**src/rtl/spi_mem_pkg.sv**
```systemverilog
// spi_mem_pkg: opcodes and state encoding shared by the SPI memory responder
package spi_mem_pkg;
    localparam logic [7:0] OP_READ  = 8'h03;
    localparam logic [7:0] OP_WRITE = 8'h02;
    localparam logic [7:0] OP_RDID  = 8'h9F;
    localparam logic [7:0] OP_RSTEN = 8'h66;
    localparam logic [7:0] OP_RST   = 8'h99;
    typedef enum logic [2:0] {
        IDLE,
        CMD,
        ADDR,
        RD_DATA,
        WR_DATA,
        ID_DATA,
        IGNORE
    } state_t;
endpackage

```
**src/rtl/spi_sync_edge.sv**
```systemverilog
// spi_sync_edge: 2-FF synchronizer with rise/fall pulses taken from the settled stage
module spi_sync_edge (
    input  logic clk,
    input  logic din,
    output logic level,
    output logic rise,
    output logic fall
);
    logic [2:0] sync_q, sync_d;
    always_comb sync_d = {sync_q[1:0], din};
    always_ff @(posedge clk) sync_q <= sync_d;
    assign level = sync_q[1];
    assign rise  = sync_q[1] & ~sync_q[2];
    assign fall  = ~sync_q[1] & sync_q[2];
endmodule

```
**src/rtl/spi_mem_responder.sv**
```systemverilog
// spi_mem_responder: SPI mode-0 target mapping READ/WRITE/READ_ID onto a byte-RAM port
module spi_mem_responder
    import spi_mem_pkg::*;
#(
    parameter int          ADDR_W       = 16,
    parameter logic [23:0] DEVICE_ID    = 24'h0D5D52,
    parameter bit          REQUIRE_INIT = 1'b1
) (
    input  logic              clk,
    input  logic              rst,
    input  logic              spi_sclk,
    input  logic              spi_cs_n,
    input  logic              spi_mosi,
    output logic              spi_miso,
    output logic              spi_miso_oe,
    output logic [ADDR_W-1:0] mem_addr,
    output logic              mem_re,
    input  logic [7:0]        mem_rdata,
    output logic              mem_we,
    output logic [7:0]        mem_wdata,
    output logic              init_done,
    output logic              cmd_err
);
    logic sclk_rise, sclk_fall, cs_rise, cs_fall, mosi;
    logic unused_sclk_lvl, unused_cs_lvl, unused_mosi_rise, unused_mosi_fall;
    spi_sync_edge u_sclk (.clk(clk), .din(spi_sclk), .level(unused_sclk_lvl), .rise(sclk_rise), .fall(sclk_fall));
    spi_sync_edge u_cs   (.clk(clk), .din(spi_cs_n), .level(unused_cs_lvl),   .rise(cs_rise),   .fall(cs_fall));
    spi_sync_edge u_mosi (.clk(clk), .din(spi_mosi), .level(mosi), .rise(unused_mosi_rise), .fall(unused_mosi_fall));
    state_t              state_q, state_d;
    logic [2:0]          bit_q, bit_d;
    logic [4:0]          addr_cnt_q, addr_cnt_d;
    logic [7:0]          rx_q, rx_d, op_q, op_d, buf_q, buf_d, wdata_q, wdata_d;
    logic [ADDR_W-1:0]   addr_sh_q, addr_sh_d, addr_q, addr_d;
    logic [23:0]         tx_q, tx_d;
    logic                is_wr_q, is_wr_d, exact_q, exact_d, arm_q, arm_d;
    logic                init_q, init_d, re_q, re_d, we_q, we_d, rd_vld_q, rd_vld_d;
    logic                miso_q, miso_d, oe_q, oe_d, err_q, err_d;
    logic [7:0]          rx_next;
    logic [ADDR_W-1:0]   addr_sh_next;
    logic                locked;
    assign locked = REQUIRE_INIT && !init_q;
    always_comb begin
        state_d      = state_q;
        bit_d        = bit_q;
        addr_cnt_d   = addr_cnt_q;
        rx_d         = rx_q;
        op_d         = op_q;
        addr_sh_d    = addr_sh_q;
        tx_d         = tx_q;
        is_wr_d      = is_wr_q;
        exact_d      = exact_q;
        arm_d        = arm_q;
        init_d       = init_q;
        miso_d       = miso_q;
        oe_d         = oe_q;
        wdata_d      = wdata_q;
        re_d         = 1'b0;
        we_d         = 1'b0;
        err_d        = 1'b0;
        rd_vld_d     = re_q;
        buf_d        = rd_vld_q ? mem_rdata : buf_q;
        addr_d       = we_q ? addr_q + ADDR_W'(1) : addr_q;
        rx_next      = {rx_q[6:0], mosi};
        addr_sh_next = {addr_sh_q[ADDR_W-2:0], mosi};
        if (state_q != IDLE && cs_rise) begin
            state_d    = IDLE;
            bit_d      = 3'd0;
            addr_cnt_d = 5'd0;
            oe_d       = 1'b0;
            miso_d     = 1'b0;
            arm_d      = exact_q && op_q == OP_RSTEN;
            init_d     = init_q || (exact_q && arm_q && op_q == OP_RST);
        end else begin
            case (state_q)
                IDLE: if (cs_fall) begin
                    state_d = CMD;
                    bit_d   = 3'd0;
                    exact_d = 1'b0;
                end
                CMD: if (sclk_rise) begin
                    rx_d  = rx_next;
                    bit_d = bit_q + 3'd1;
                    if (bit_q == 3'd7) begin
                        op_d       = rx_next;
                        exact_d    = 1'b1;
                        addr_cnt_d = 5'd0;
                        is_wr_d    = rx_next == OP_WRITE;
                        tx_d       = DEVICE_ID;
                        if ((rx_next == OP_READ || rx_next == OP_WRITE) && !locked) state_d = ADDR;
                        else if (rx_next == OP_RDID) state_d = ID_DATA;
                        else begin
                            state_d = IGNORE;
                            err_d   = !(rx_next inside {OP_READ, OP_WRITE, OP_RSTEN, OP_RST});
                        end
                    end
                end
                ADDR: if (sclk_rise) begin
                    exact_d    = 1'b0;
                    addr_sh_d  = addr_sh_next;
                    addr_cnt_d = addr_cnt_q + 5'd1;
                    if (addr_cnt_q == 5'd23) begin
                        addr_d  = addr_sh_next;
                        re_d    = !is_wr_q;
                        bit_d   = 3'd0;
                        state_d = is_wr_q ? WR_DATA : RD_DATA;
                    end
                end
                RD_DATA, ID_DATA: begin
                    if (sclk_rise) exact_d = 1'b0;
                    if (sclk_fall) begin
                        oe_d  = 1'b1;
                        bit_d = bit_q + 3'd1;
                        // byte boundary: take the prefetched byte and fetch the next address
                        if (state_q == RD_DATA && bit_q == 3'd0) begin
                            miso_d = buf_q[7];
                            tx_d   = {buf_q[6:0], 17'd0};
                            addr_d = addr_q + ADDR_W'(1);
                            re_d   = 1'b1;
                        end else begin
                            miso_d = tx_q[23];
                            tx_d   = {tx_q[22:0], 1'b0};
                        end
                    end
                end
                WR_DATA: if (sclk_rise) begin
                    exact_d = 1'b0;
                    rx_d    = rx_next;
                    bit_d   = bit_q + 3'd1;
                    if (bit_q == 3'd7) begin
                        we_d    = 1'b1;
                        wdata_d = rx_next;
                    end
                end
                default: if (sclk_rise) exact_d = 1'b0;
            endcase
        end
    end
    always_ff @(posedge clk) begin
        if (rst) begin
            state_q    <= IDLE;
            bit_q      <= 3'd0;
            addr_cnt_q <= 5'd0;
            rx_q       <= 8'd0;
            op_q       <= 8'd0;
            buf_q      <= 8'd0;
            wdata_q    <= 8'd0;
            addr_sh_q  <= '0;
            addr_q     <= '0;
            tx_q       <= 24'd0;
            is_wr_q    <= 1'b0;
            exact_q    <= 1'b0;
            arm_q      <= 1'b0;
            init_q     <= 1'b0;
            re_q       <= 1'b0;
            we_q       <= 1'b0;
            rd_vld_q   <= 1'b0;
            miso_q     <= 1'b0;
            oe_q       <= 1'b0;
            err_q      <= 1'b0;
        end else begin
            state_q    <= state_d;
            bit_q      <= bit_d;
            addr_cnt_q <= addr_cnt_d;
            rx_q       <= rx_d;
            op_q       <= op_d;
            buf_q      <= buf_d;
            wdata_q    <= wdata_d;
            addr_sh_q  <= addr_sh_d;
            addr_q     <= addr_d;
            tx_q       <= tx_d;
            is_wr_q    <= is_wr_d;
            exact_q    <= exact_d;
            arm_q      <= arm_d;
            init_q     <= init_d;
            re_q       <= re_d;
            we_q       <= we_d;
            rd_vld_q   <= rd_vld_d;
            miso_q     <= miso_d;
            oe_q       <= oe_d;
            err_q      <= err_d;
        end
    end
    assign spi_miso    = miso_q;
    assign spi_miso_oe = oe_q;
    assign mem_addr    = addr_q;
    assign mem_re      = re_q;
    assign mem_we      = we_q;
    assign mem_wdata   = wdata_q;
    assign init_done   = init_q;
    assign cmd_err     = err_q;
endmodule

```
**config.mk**
```make
export PLATFORM = sky130hd
export DESIGN_NAME = spi_mem_responder
export DESIGN_NICKNAME = d
export VERILOG_FILES = /design/src/rtl/spi_mem_pkg.sv /design/src/rtl/spi_sync_edge.sv /design/src/rtl/spi_mem_responder.sv
export SDC_FILE = /design/constraint.sdc
export NUM_CORES = 1
export LEC_CHECK = 0
export CAP_MARGIN = 20
export CORE_UTILIZATION = 45
export CTS_CLUSTER_SIZE = 25
export DETAILED_ROUTE_END_ITERATION = 16
export DONT_BUFFER_PORTS = 1
export PLACE_DENSITY = 0.72
export SETUP_SLACK_MARGIN = 0.3
export SYNTH_ARGS = -nofsm -noshare
export SYNTH_HDL_FRONTEND = slang
export SYNTH_SLANG_ARGS = --single-unit
```
**constraint.sdc**
```tcl
create_clock -name clk -period 2.8 [get_ports clk]
set_input_delay 0.42 -clock clk [delete_from_list [all_inputs] [get_ports clk]]
set_output_delay 0.42 -clock clk [all_outputs]
set_load 0.005 [all_outputs]
```
==> out/results.tsv <==
metric	value	unit
PnR worst setup slack	464	ps
share of cells above drive strength 1	11.0	%
Setup WS pre-CTS	460	ps
number of H-tree levels	4	
DRT iter0 DRCs	342	
Num CTS Buffers	17	
Mapped Area	0.00532	mm2
Startpoint Class	flip-flop	
Worst-Skew Late Latency	410	ps
post-synth top area share	42.9	%
xor/xnor share of the synthesized area	3.62	%
Final Max Slew Viols	0	
Crit. End Element	flip-flop	
Initial Util	46.4	%
die height	111	um
#FFs+latches synth	114	
first drt pass iteration count	5	
Synth Flop Type	dfxtp_1	
clock root cell	clkbuf_16	
Combinational Power Share	3.8	%
Hold WS	32.4	ps
Synth area leaders	dfxtp_1 (43%), mux2i_1 (7.0%), nand2_1 (5.3%)	
Worst EP required	3140	ps
LEAKAGE	2.08	nW
most common cell in the synthesized netlist	dfxtp_1	
Period Utilization, post-route	83.4	%
most frequent cells after synthesis	dfxtp_1 (114), nand2_1 (75), nor2_1 (74)	
routability cong.	0.861	
multiplexer share of the synthesized area	7.38	%
Worst path max stage delay	750	ps
core area	0.0115	mm2
Max Freq	428	MHz
Adder-Cell Fraction of Synth Area	1.18	%
PwrDens	635	mW/mm2
worst-case clock buffer depth	2	
Synth area leader	dfxtp_1	
area grow syn2layout	12.0	%
CTS Sinks	114	
asr flop ratio synth	0	%
VDD IR-drop max	0.000491	V
Ports	43	
Final Critical Period	2340	ps
placed instance count	727	
CTS tree	built	
Final Hold Viols	0	
final total power	3.79	mW
Min-Delay Path Class	input port to flip-flop	
vias post-DR	4408	
final clock skew	11.2	ps
compound-cell area share of the yosys netlist	16.1	%
RSZ-0062 raised after global routing	false	
EDFF count, synth	0	
Avg Synthesized Cell Area	8.71	um2
Syn Nets	629	
Distinct cells, synth	67	
Post-CTS Setup Bufs	0	
Via-to-Cell Ratio	5.81	
ANT nets after route	0	
P_sw	863	uW
input/output buffers	0	
Max Cap Violations	0	
WL final	12000	um
final cell utilization of the core	52.0	%
outcome	completed	
fraction of the yosys area taken by sequential cells	42.9	%
internal power	2.92	mW
Synth Area in Simple Gates	25.1	%
Critical Path Slowest Stage Cell	dfxtp_1	
antenna violations before repair	0	
vias in the first global route	4176	
Slew headroom	32.9	%
Ys Warns	0	
Setup TNS	0	ps
Worst EP arrival	2680	ps
GRT Overall Usage	20.5	%
DRC Markers	0	
n_diodes	0	
Die X-Extent	111	um
fin nets	621	
cell area after layout	0.00596	mm2
pin count of the biggest net entering global routing	90	
worst-path cell chain	buf_4 -> nor3b_2 -> and4_4 -> or3_4 -> or4_1 -> o211ai_2	
CP Max Fanout	17	
total congestion overflow	0	
clock share of power	52.4	%
DP HPWL	8120	um
post-cts hold buffer count	0	
Setup violations, final	0	
first-pass GRT wire length	20200	um
main combinational cell family by area after synthesis	simple AND/OR/NAND/NOR gates	
slew of the pin with the lowest slew margin	1000	ps
WL/cell	15.8	um
non-filler cells, final	759	
switching share of power	22.8	%
Mapped Cells	611	
row count	39	
area of placed instances	0.00540	mm2
die area	0.0123	mm2
Seq pwr share	43.8	%
clock-pin slew on the worst setup and hold paths	60	ps
Setup CP Type	flip-flop to flip-flop	
flip-flops by register name, summed over array words and instances, names as in the netlist, 2 cells and up:
name           cells
tx_q              23
mem_addr          16
addr_sh_q         15
buf_q              8
mem_wdata          8
op_q               8
rx_q               7
addr_cnt_q         5
bit_q              3
state_q            3
u_cs.sync_q        3
u_sclk.sync_q      3
u_mosi.sync_q      2
layer usage:
layer,vias up,global-route usage (%),share of wire (%)
li1,2162,-,-
met2,127,32.9,48
met3,15,6.18,5.8
met1,2104,25.6,45
met5,-,0,0
met4,0,8.36,1.7
kinds of logic (layout without fill, tap and decap cells):
kind of cell    after synthesis  in the layout
buf+inv                      43             48
flops                       114            114
compound gates              122            122
xor+xnor                     22             22
fa+ha+maj                     5              5
simple gates                266            266
mux                          39             39
layout by cell type, fill, tap and decap left out, drive strengths merged, types with 12 or more instances in the layout:
cell,n
nand2,76
clkbuf,19
nor3,27
dfxtp,114
nand3,19
a21oi,40
nor2,74
mux2i,37
a211oi,14
xor2,12
worst paths after layout:
check	startpoint	endpoint	slack, ps	depth (start not counted)
worst max-delay path	state_q[0]$_SDFFE_PP0P_	mem_addr[8]$_SDFF_PP0_	460	6
worst min-delay path	spi_cs_n	u_cs.sync_q[0]$_DFF_P_	30	0
worst min register to register	u_mosi.sync_q[0]$_DFF_P_	u_mosi.sync_q[1]$_DFF_P_	320	0
worst max register to register	state_q[0]$_SDFFE_PP0P_	mem_addr[8]$_SDFF_PP0_	460	6
worst max-delay path: cells and delay by family, from the launching register on:
family,cells,cell delay (ps)
buffers and inverters,1,290
DFF,1,750
AOI/OAI and AO/OA,1,80
and+or+nand+nor,4,1150
power by group through the flow:
stage                     registers (mW)  clock network [mW]  logic, mW
after floorplan                     1.68                   0      0.135
after global placement              1.69                   0      0.140
after detailed placement            1.69                   0      0.142
after CTS                           1.66                2.02      0.143
after global routing                1.66                2.10      0.160
final                               1.66                1.98      0.146
cell type report:
type / count / area, um2
fill: 1045 / 5510
timing repair buffer: 9 / 67.6
clock inverter: 13 / 114
multi-input combinational: 454 / 2850
inverter: 7 / 26.3
tap: 143 / 179
sequential: 114 / 2280
clock buffer: 19 / 443
repair_timing:
item | in CTS | in global routing
setup endpoints to repair | 0 | 7
endpoints found under the hold margin | 0 | 0
gates resized for setup | 0 | 1
No activity file was read; power rests on OpenSTA's default activity.
